### src/rtl/if_id_buffer_if.sv
// Fetch/hazard -> IF/ID buffer -> Decode signal bundle.
// The master side is the surrounding pipeline; the slave side is the buffer.
interface if_id_buffer_if #(
   parameter int WIDTH = 16
);
   logic             fetch_valid;
   logic [WIDTH-1:0] instruction;
   logic [WIDTH-1:0] pc_in;
   logic             stall;
   logic             flush;
   logic [WIDTH-1:0] inst_out;
   logic [WIDTH-1:0] imm_out;
   logic [WIDTH-1:0] pc_out;
   logic             valid_out;
   logic             imm_valid;
   logic             waiting_imm;

   modport master (
      output fetch_valid, instruction, pc_in, stall, flush,
      input  inst_out, imm_out, pc_out, valid_out, imm_valid, waiting_imm
   );

   modport slave (
      input  fetch_valid, instruction, pc_in, stall, flush,
      output inst_out, imm_out, pc_out, valid_out, imm_valid, waiting_imm
   );
endinterface

### src/rtl/if_id_buffer.sv
// IF/ID pipeline register. Passes single-word instructions straight through
// with one edge of latency and assembles two-word (opcode + immediate)
// instructions, emitting bubbles while the immediate word is outstanding.
module if_id_buffer #(
   parameter int               WIDTH      = 16,
   parameter logic [1:0]       IMM_PREFIX = 2'b11,
   parameter logic [WIDTH-1:0] NOP_WORD   = '0
) (
   input  logic          clk,
   input  logic          reset,
   if_id_buffer_if.slave bus
);

   typedef enum logic {NORMAL, WAIT_IMM} state_t;

   state_t           state_q, state_d;
   logic [WIDTH-1:0] held_inst_q, held_inst_d;
   logic [WIDTH-1:0] held_pc_q, held_pc_d;
   logic [WIDTH-1:0] inst_q, inst_d;
   logic [WIDTH-1:0] imm_q, imm_d;
   logic [WIDTH-1:0] pc_q, pc_d;
   logic             valid_q, valid_d;
   logic             imm_valid_q, imm_valid_d;
   logic             is_prefix;

   assign is_prefix = (bus.instruction[WIDTH-1 -: 2] == IMM_PREFIX);

   // Next-state: flush beats stall beats normal flow. Bubbles leave pc_out
   // alone so it only moves together with a valid instruction.
   always_comb begin
      state_d     = state_q;
      held_inst_d = held_inst_q;
      held_pc_d   = held_pc_q;
      inst_d      = inst_q;
      imm_d       = imm_q;
      pc_d        = pc_q;
      valid_d     = valid_q;
      imm_valid_d = imm_valid_q;
      if (bus.flush) begin
         state_d     = NORMAL;
         held_inst_d = '0;
         held_pc_d   = '0;
         inst_d      = NOP_WORD;
         imm_d       = '0;
         valid_d     = 1'b0;
         imm_valid_d = 1'b0;
      end else if (!bus.stall) begin
         // default this edge is a bubble; overridden below when a full
         // instruction becomes available
         inst_d      = NOP_WORD;
         imm_d       = '0;
         valid_d     = 1'b0;
         imm_valid_d = 1'b0;
         if (bus.fetch_valid) begin
            if (state_q == WAIT_IMM) begin
               // any encoding is accepted as the immediate word
               inst_d      = held_inst_q;
               pc_d        = held_pc_q;
               imm_d       = bus.instruction;
               valid_d     = 1'b1;
               imm_valid_d = 1'b1;
               state_d     = NORMAL;
            end else if (is_prefix) begin
               held_inst_d = bus.instruction;
               held_pc_d   = bus.pc_in;
               state_d     = WAIT_IMM;
            end else begin
               inst_d  = bus.instruction;
               pc_d    = bus.pc_in;
               valid_d = 1'b1;
            end
         end
      end
   end

   // State and output registers; reset drops any half-assembled instruction.
   always_ff @(posedge clk or posedge reset) begin
      if (reset) begin
         state_q     <= NORMAL;
         held_inst_q <= '0;
         held_pc_q   <= '0;
         inst_q      <= NOP_WORD;
         imm_q       <= '0;
         pc_q        <= '0;
         valid_q     <= 1'b0;
         imm_valid_q <= 1'b0;
      end else begin
         state_q     <= state_d;
         held_inst_q <= held_inst_d;
         held_pc_q   <= held_pc_d;
         inst_q      <= inst_d;
         imm_q       <= imm_d;
         pc_q        <= pc_d;
         valid_q     <= valid_d;
         imm_valid_q <= imm_valid_d;
      end
   end

   assign bus.inst_out    = inst_q;
   assign bus.imm_out     = imm_q;
   assign bus.pc_out      = pc_q;
   assign bus.valid_out   = valid_q;
   assign bus.imm_valid   = imm_valid_q;
   assign bus.waiting_imm = (state_q == WAIT_IMM);

endmodule

### src/flat_wrapper.sv
// flat-port wrapper written by rule: the top's interface ports become plain ports
module if_id_buffer_flat 
#(
   parameter int               WIDTH      = 16,
   parameter logic [1:0]       IMM_PREFIX = 2'b11,
   parameter logic [WIDTH-1:0] NOP_WORD   = '0
)
  (clk, reset, bus_fetch_valid, bus_instruction, bus_pc_in, bus_stall, bus_flush, bus_inst_out, bus_imm_out, bus_pc_out, bus_valid_out, bus_imm_valid, bus_waiting_imm);
  if_id_buffer_if #(.WIDTH(WIDTH)) bus_i ();
  input  logic clk;
  input  logic reset;
  input wire logic [$bits(bus_i.fetch_valid)-1:0] bus_fetch_valid;
  input wire logic [$bits(bus_i.instruction)-1:0] bus_instruction;
  input wire logic [$bits(bus_i.pc_in)-1:0] bus_pc_in;
  input wire logic [$bits(bus_i.stall)-1:0] bus_stall;
  input wire logic [$bits(bus_i.flush)-1:0] bus_flush;
  output wire logic [$bits(bus_i.inst_out)-1:0] bus_inst_out;
  output wire logic [$bits(bus_i.imm_out)-1:0] bus_imm_out;
  output wire logic [$bits(bus_i.pc_out)-1:0] bus_pc_out;
  output wire logic [$bits(bus_i.valid_out)-1:0] bus_valid_out;
  output wire logic [$bits(bus_i.imm_valid)-1:0] bus_imm_valid;
  output wire logic [$bits(bus_i.waiting_imm)-1:0] bus_waiting_imm;
  assign bus_i.fetch_valid = bus_fetch_valid;
  assign bus_i.instruction = bus_instruction;
  assign bus_i.pc_in = bus_pc_in;
  assign bus_i.stall = bus_stall;
  assign bus_i.flush = bus_flush;
  assign bus_inst_out = bus_i.inst_out;
  assign bus_imm_out = bus_i.imm_out;
  assign bus_pc_out = bus_i.pc_out;
  assign bus_valid_out = bus_i.valid_out;
  assign bus_imm_valid = bus_i.imm_valid;
  assign bus_waiting_imm = bus_i.waiting_imm;
  if_id_buffer #(.WIDTH(WIDTH), .IMM_PREFIX(IMM_PREFIX), .NOP_WORD(NOP_WORD)) u_core (.clk(clk), .reset(reset), .bus(bus_i));
endmodule
### config.mk
export PLATFORM = sky130hd
export DESIGN_NAME = if_id_buffer_flat
export DESIGN_NICKNAME = d
export VERILOG_FILES = /design/src/rtl/if_id_buffer_if.sv /design/src/rtl/if_id_buffer.sv /design/src/flat_wrapper.sv
export SDC_FILE = /design/constraint.sdc
export NUM_CORES = 1
export LEC_CHECK = 0
export BUFFER_PORTS_ARGS = -buffer_cell sky130_fd_sc_hd__buf_2
export CAP_MARGIN = 30
export CORE_MARGIN = 3
export CORE_UTILIZATION = 45
export DETAILED_ROUTE_END_ITERATION = 16
export PLACE_DENSITY = 0.75
export SETUP_SLACK_MARGIN = 0.2
export SLEW_MARGIN = 5
export SYNTH_ARGS = -nofsm -noshare
export SYNTH_HDL_FRONTEND = slang
export SYNTH_SLANG_ARGS = --single-unit
export TNS_END_PERCENT = 30
### constraint.sdc
create_clock -name clk -period 4.75 [get_ports clk]
set_input_delay 0.95 -clock clk [delete_from_list [all_inputs] [get_ports clk]]
set_output_delay 0.95 -clock clk [all_outputs]
set_load 0.01 [all_outputs]
# == Word level (Yosys, flattened, before mapping) ==
# Cells that the tools add are included.
# totals
regBits,83
in_bits,37
output_inout_bits,51
# classes
eq_ne,4
n_mux,35
bitwise_logic,2
n_reduce_logical,5
# op_table
cell,count
$mux 16,21
$mux 1,14
$reduce_and 4->1,2
$ne 2x1->1 const B,2
$reduce_bool 2->1,2
$eq 2x2->1 const B,1
$ne 2x2->1 const B,1
$not 1->1,2
$reduce_and 2->1,1

# == Longest topological paths before layout ==
# logic_depth
word_depth,6
ltp_mapped,6
depth_no_buf,3

# == Least setup slack after synthesis ==
# Ideal clock, no wire load.
# synth_path
path_kind,input port to flip-flop
start,input bus_stall
end,register u_core.pc_q[0] (netlist: u_core.bus.pc_out[0])
setup_ps,125
arrival_time_ps,1924
path_slack_ps,2701
stages,5
path_buffers,2
cell_sequence,nand2b_4 -> a211o_1 -> buf_6 -> buf_12 -> mux2_4
# synth_via
elab_chain_cells,2
# synth_lines
item,line_no,text
from (decl),flat_wrapper.sv:15,input wire logic [$bits(bus_i.stall)-1:0] bus_stall;
$not 1->1 (no source line),n/a,
$reduce_and 4->1 (no source line),n/a,
to (signal assigned),if_id_buffer.sv:93,pc_q <= pc_d;
to (decl),if_id_buffer.sv:21,"logic [WIDTH-1:0] pc_q, pc_d;"
# No other way between the ends.
# A chain may end at the register's enable or synchronous reset.

# == Worst setup path in the final report ==
# layout_path
start,input bus_instruction[15]
end,register u_core.pc_q[15] (netlist: u_core.bus.pc_out[15])
# layout_via
elab_chain_cells,3
# layout_lines
item,line_no,text
from (decl),flat_wrapper.sv:13,input wire logic [$bits(bus_i.instruction)-1:0] bus_instruction;
$eq 2x2->1,if_id_buffer.sv:26,assign is_prefix = (bus.instruction[WIDTH-1 -: 2] == IMM_PREFIX);
$ne 2x1->1 (no source line),n/a,
$reduce_and 4->1 (no source line),n/a,
# No other way between the ends.

==> key figures <==
Timing
  • Worst Setup Slack, final: 2440 ps
  • Peak Freq: 433 MHz
  • Fin crit share: 0.486
  • Max-slew violation total from the final report: 0
  • Endpoints failing setup: 0
  • Sum of negative setup slack: 0 ps
  • Min cycle time layout: 2310 ps
  • Relative slew slack: 0.412
  • Fin Hold WS: 479 ps
  • Max Clock Skew: 7.88 ps
  • RSZ-0062 raised after global routing: no
  • Worst-margin pin slew: 882 ps
  • Hold Fails Final Rpt: 0

Global route
  • Vias in the first global route: 2400
  • Remaining Overflow, GRT: 0
  • Initial antenna violation count: 0
  • Maximum number of pins on one net before global-route repair: 48
  • GRT Total Usage: 0.176
  • First-pass GRT wire length: 11900 µm

Synth
  • Cells after synthesis: 239
  • Mapped cell area: 0.00341 mm²
  • Synth Area in Compound Gates: 0.209
  • Distinct cells, synth: 30
  • Async SR Flop Fraction: 1.00
  • Mapped Avg Cell Area: 14.3 µm²
  • Register area share after synthesis: 0.609
  • Yosys reg bits: 83
  • Ys Warns: 0
  • Adder-cell share of the synthesized area: 0
  • EDFF count, synth: 0
  • Post-Synth Simple-Gate Area: 0.0312
  • Synth Area in XOR/XNOR: 0
  • Syn Nets: 276
  • Multiplexer share of the synthesized area: 0.115
  • Main synth FF type: dfrtp_1
  • Largest family of logic cells by synthesized area: compound AO/OA/AOI/OAI gates

Die
  • Initial core utilization: 0.468
  • Row cnt: 31
  • Die Ht: 93.1 µm
  • CORE AREA: 0.00729 mm²
  • Chip width: 93.1 µm
  • Die area: 0.00867 mm²
  • Top Ports: 88

Routing
  • Drt wl/cell: 17.1 µm
  • Routed WL: 7290 µm
  • Post-route DRC: 0
  • Starting DRT DRC Count: 96
  • 1st-pass router iterations: 4
  • Vias per Instance: 5.50
  • Via count: 2338
  • Antenna-violating nets left: 0

Placed design
  • Gp weighted congestion: 0.694
  • Detailed Place HPWL: 4740 µm
  • Post-DP Area: 0.00389 mm²
  • Pre-CTS worst setup slack: 2070 ps
  • Cells after DPL: 408
  • PortBufs: 87

Cells and area
  • Share of post-route cells with drive strength above 1: 0.445
  • Reg area: 0.00208 mm²
  • Finished Cell Area: 0.00412 mm²
  • Most common cell after layout, fill and taps aside: buf_2
  • Commonest non-fill, non-tap cells in the layout: 87 x buf_2, 83 x dfrtp_1, 58 x a22o_1
  • Area occupied by multi-input gates: 0.00123 mm²
  • Antenna fix cells: 0
  • Filler cells: 654
  • Non-filler cells in the finished layout: 425
  • P&R area growth vs syn: 20.6%
  • Nets: 358

CTS
  • Post-CTS Resized: 0
  • CTS Hold Bufs: 0
  • Setup repair bufs after CTS: 0
  • Clock transition at the registers of the reported paths: 80 ps
  • CTS tree: built
  • Total CTS buffers: 9
  • Root buf cell: clkbuf_8
  • Clk sinks: 83
  • Worst skew pair latency: 340 ps
  • Clock Path Buffers: 2
  • H-tree lvl count: 3

Pwr
  • LEAKAGE: 0.00224 µW
  • Max VDD drop: 0.249 mV
  • PwrDens: 355 mW/mm²

Flow run
  • Max Cap Viol: 0

Setup path
  • Worst EP arrival: 2530 ps
  • Crit Path Max Fanout: 17
  • Worst EP required: 4970 ps
  • CP Class: primary input to register
  • CP Capture Type: register
  • Reg2reg start: u_core.bus.waiting_imm
  • Crit path launch: bus_instruction[15]
  • CP startpoint kind: primary input

Min path
  • Hold path start: u_core.bus.imm_valid
  • Worst Hold Class: register to register

Outcome
  • Status: completed
-- metal layers --
| metal | GRT usage | up-vias | part of all wire |
|---|---|---|---|
| met1 | 0.239 | 1178 | 0.46 |
| met3 | 0.0555 | 7 | 0.064 |
| met2 | 0.272 | 85 | 0.46 |
| met4 | 0.0537 | 0 | 0.0088 |
| li1 | - | 1068 | - |
| met5 | 0 | - | 0 |
-- Yosys cell counts, types with 6 or more instances --
master     n  area (µm²)
dfrtp_1   83        2080
a22o_1    58         508
mux2_2    23         259
a21o_1    14         105
mux2_4     9         135
buf_2      8        40.0
clkbuf_1   8        30.0
nand2_1    6        22.5
-- per-stage QoR --
step / util / power [µW]
after CTS: 0.561 / 1470
after detailed placement: 0.534 / 973
final: 0.565 / 1460
after global placement: 0.534 / 967
after global routing: 0.565 / 1520
after floorplan: - / 893
-- cell families after synthesis --
family / count (synthesis)
compound gates: 85
mux: 32
buf+inv: 22
flops: 83
simple gates: 17
-- worst max-delay path, stage by stage --
cell     delay [ps]
buf_2           130
nor2b_1         270
a211o_1         760
mux2_2          420
-- flip-flops by register name, summed over array words and instances, names as in the netlist --
signal,flops
u_core.bus.imm_out,16
u_core.bus.imm_valid,1
u_core.bus.inst_out,16
u_core.bus.pc_out,16
u_core.bus.valid_out,1
u_core.bus.waiting_imm,1
u_core.held_inst_q,16
u_core.held_pc_q,16
-- final cells by class --
cell class | count | area share
repair buffers | 91 | 0.118
clock inverters | 4 | 0.0122
inverters | 2 | 0.00213
clock buffers | 12 | 0.0353
multi-input cells | 134 | 0.298
well taps | 99 | 0.0301
flip-flops and latches | 83 | 0.505
-- power by group --
part	internal, µW	switching [µW]
Clock	257	245
Combinational	91.7	93.5
Sequential	749	24.7
-- final timing paths --
| path | to | slack (ps) | cells past startpoint |
|---|---|---|---|
| max | u_core.bus.pc_out[15] | 2440 | 4 |
| min | u_core.bus.imm_valid | 480 | 1 |
| max reg2reg | u_core.bus.pc_out[15] | 2580 | 4 |
| min reg2reg | u_core.bus.imm_valid | 480 | 1 |
| max in group asynchronous | u_core.held_pc_q[0] | 3080 | 3 |
| min in group asynchronous | u_core.held_pc_q[5] | 660 | 2 |
No activity file was read; power rests on OpenSTA's default activity.
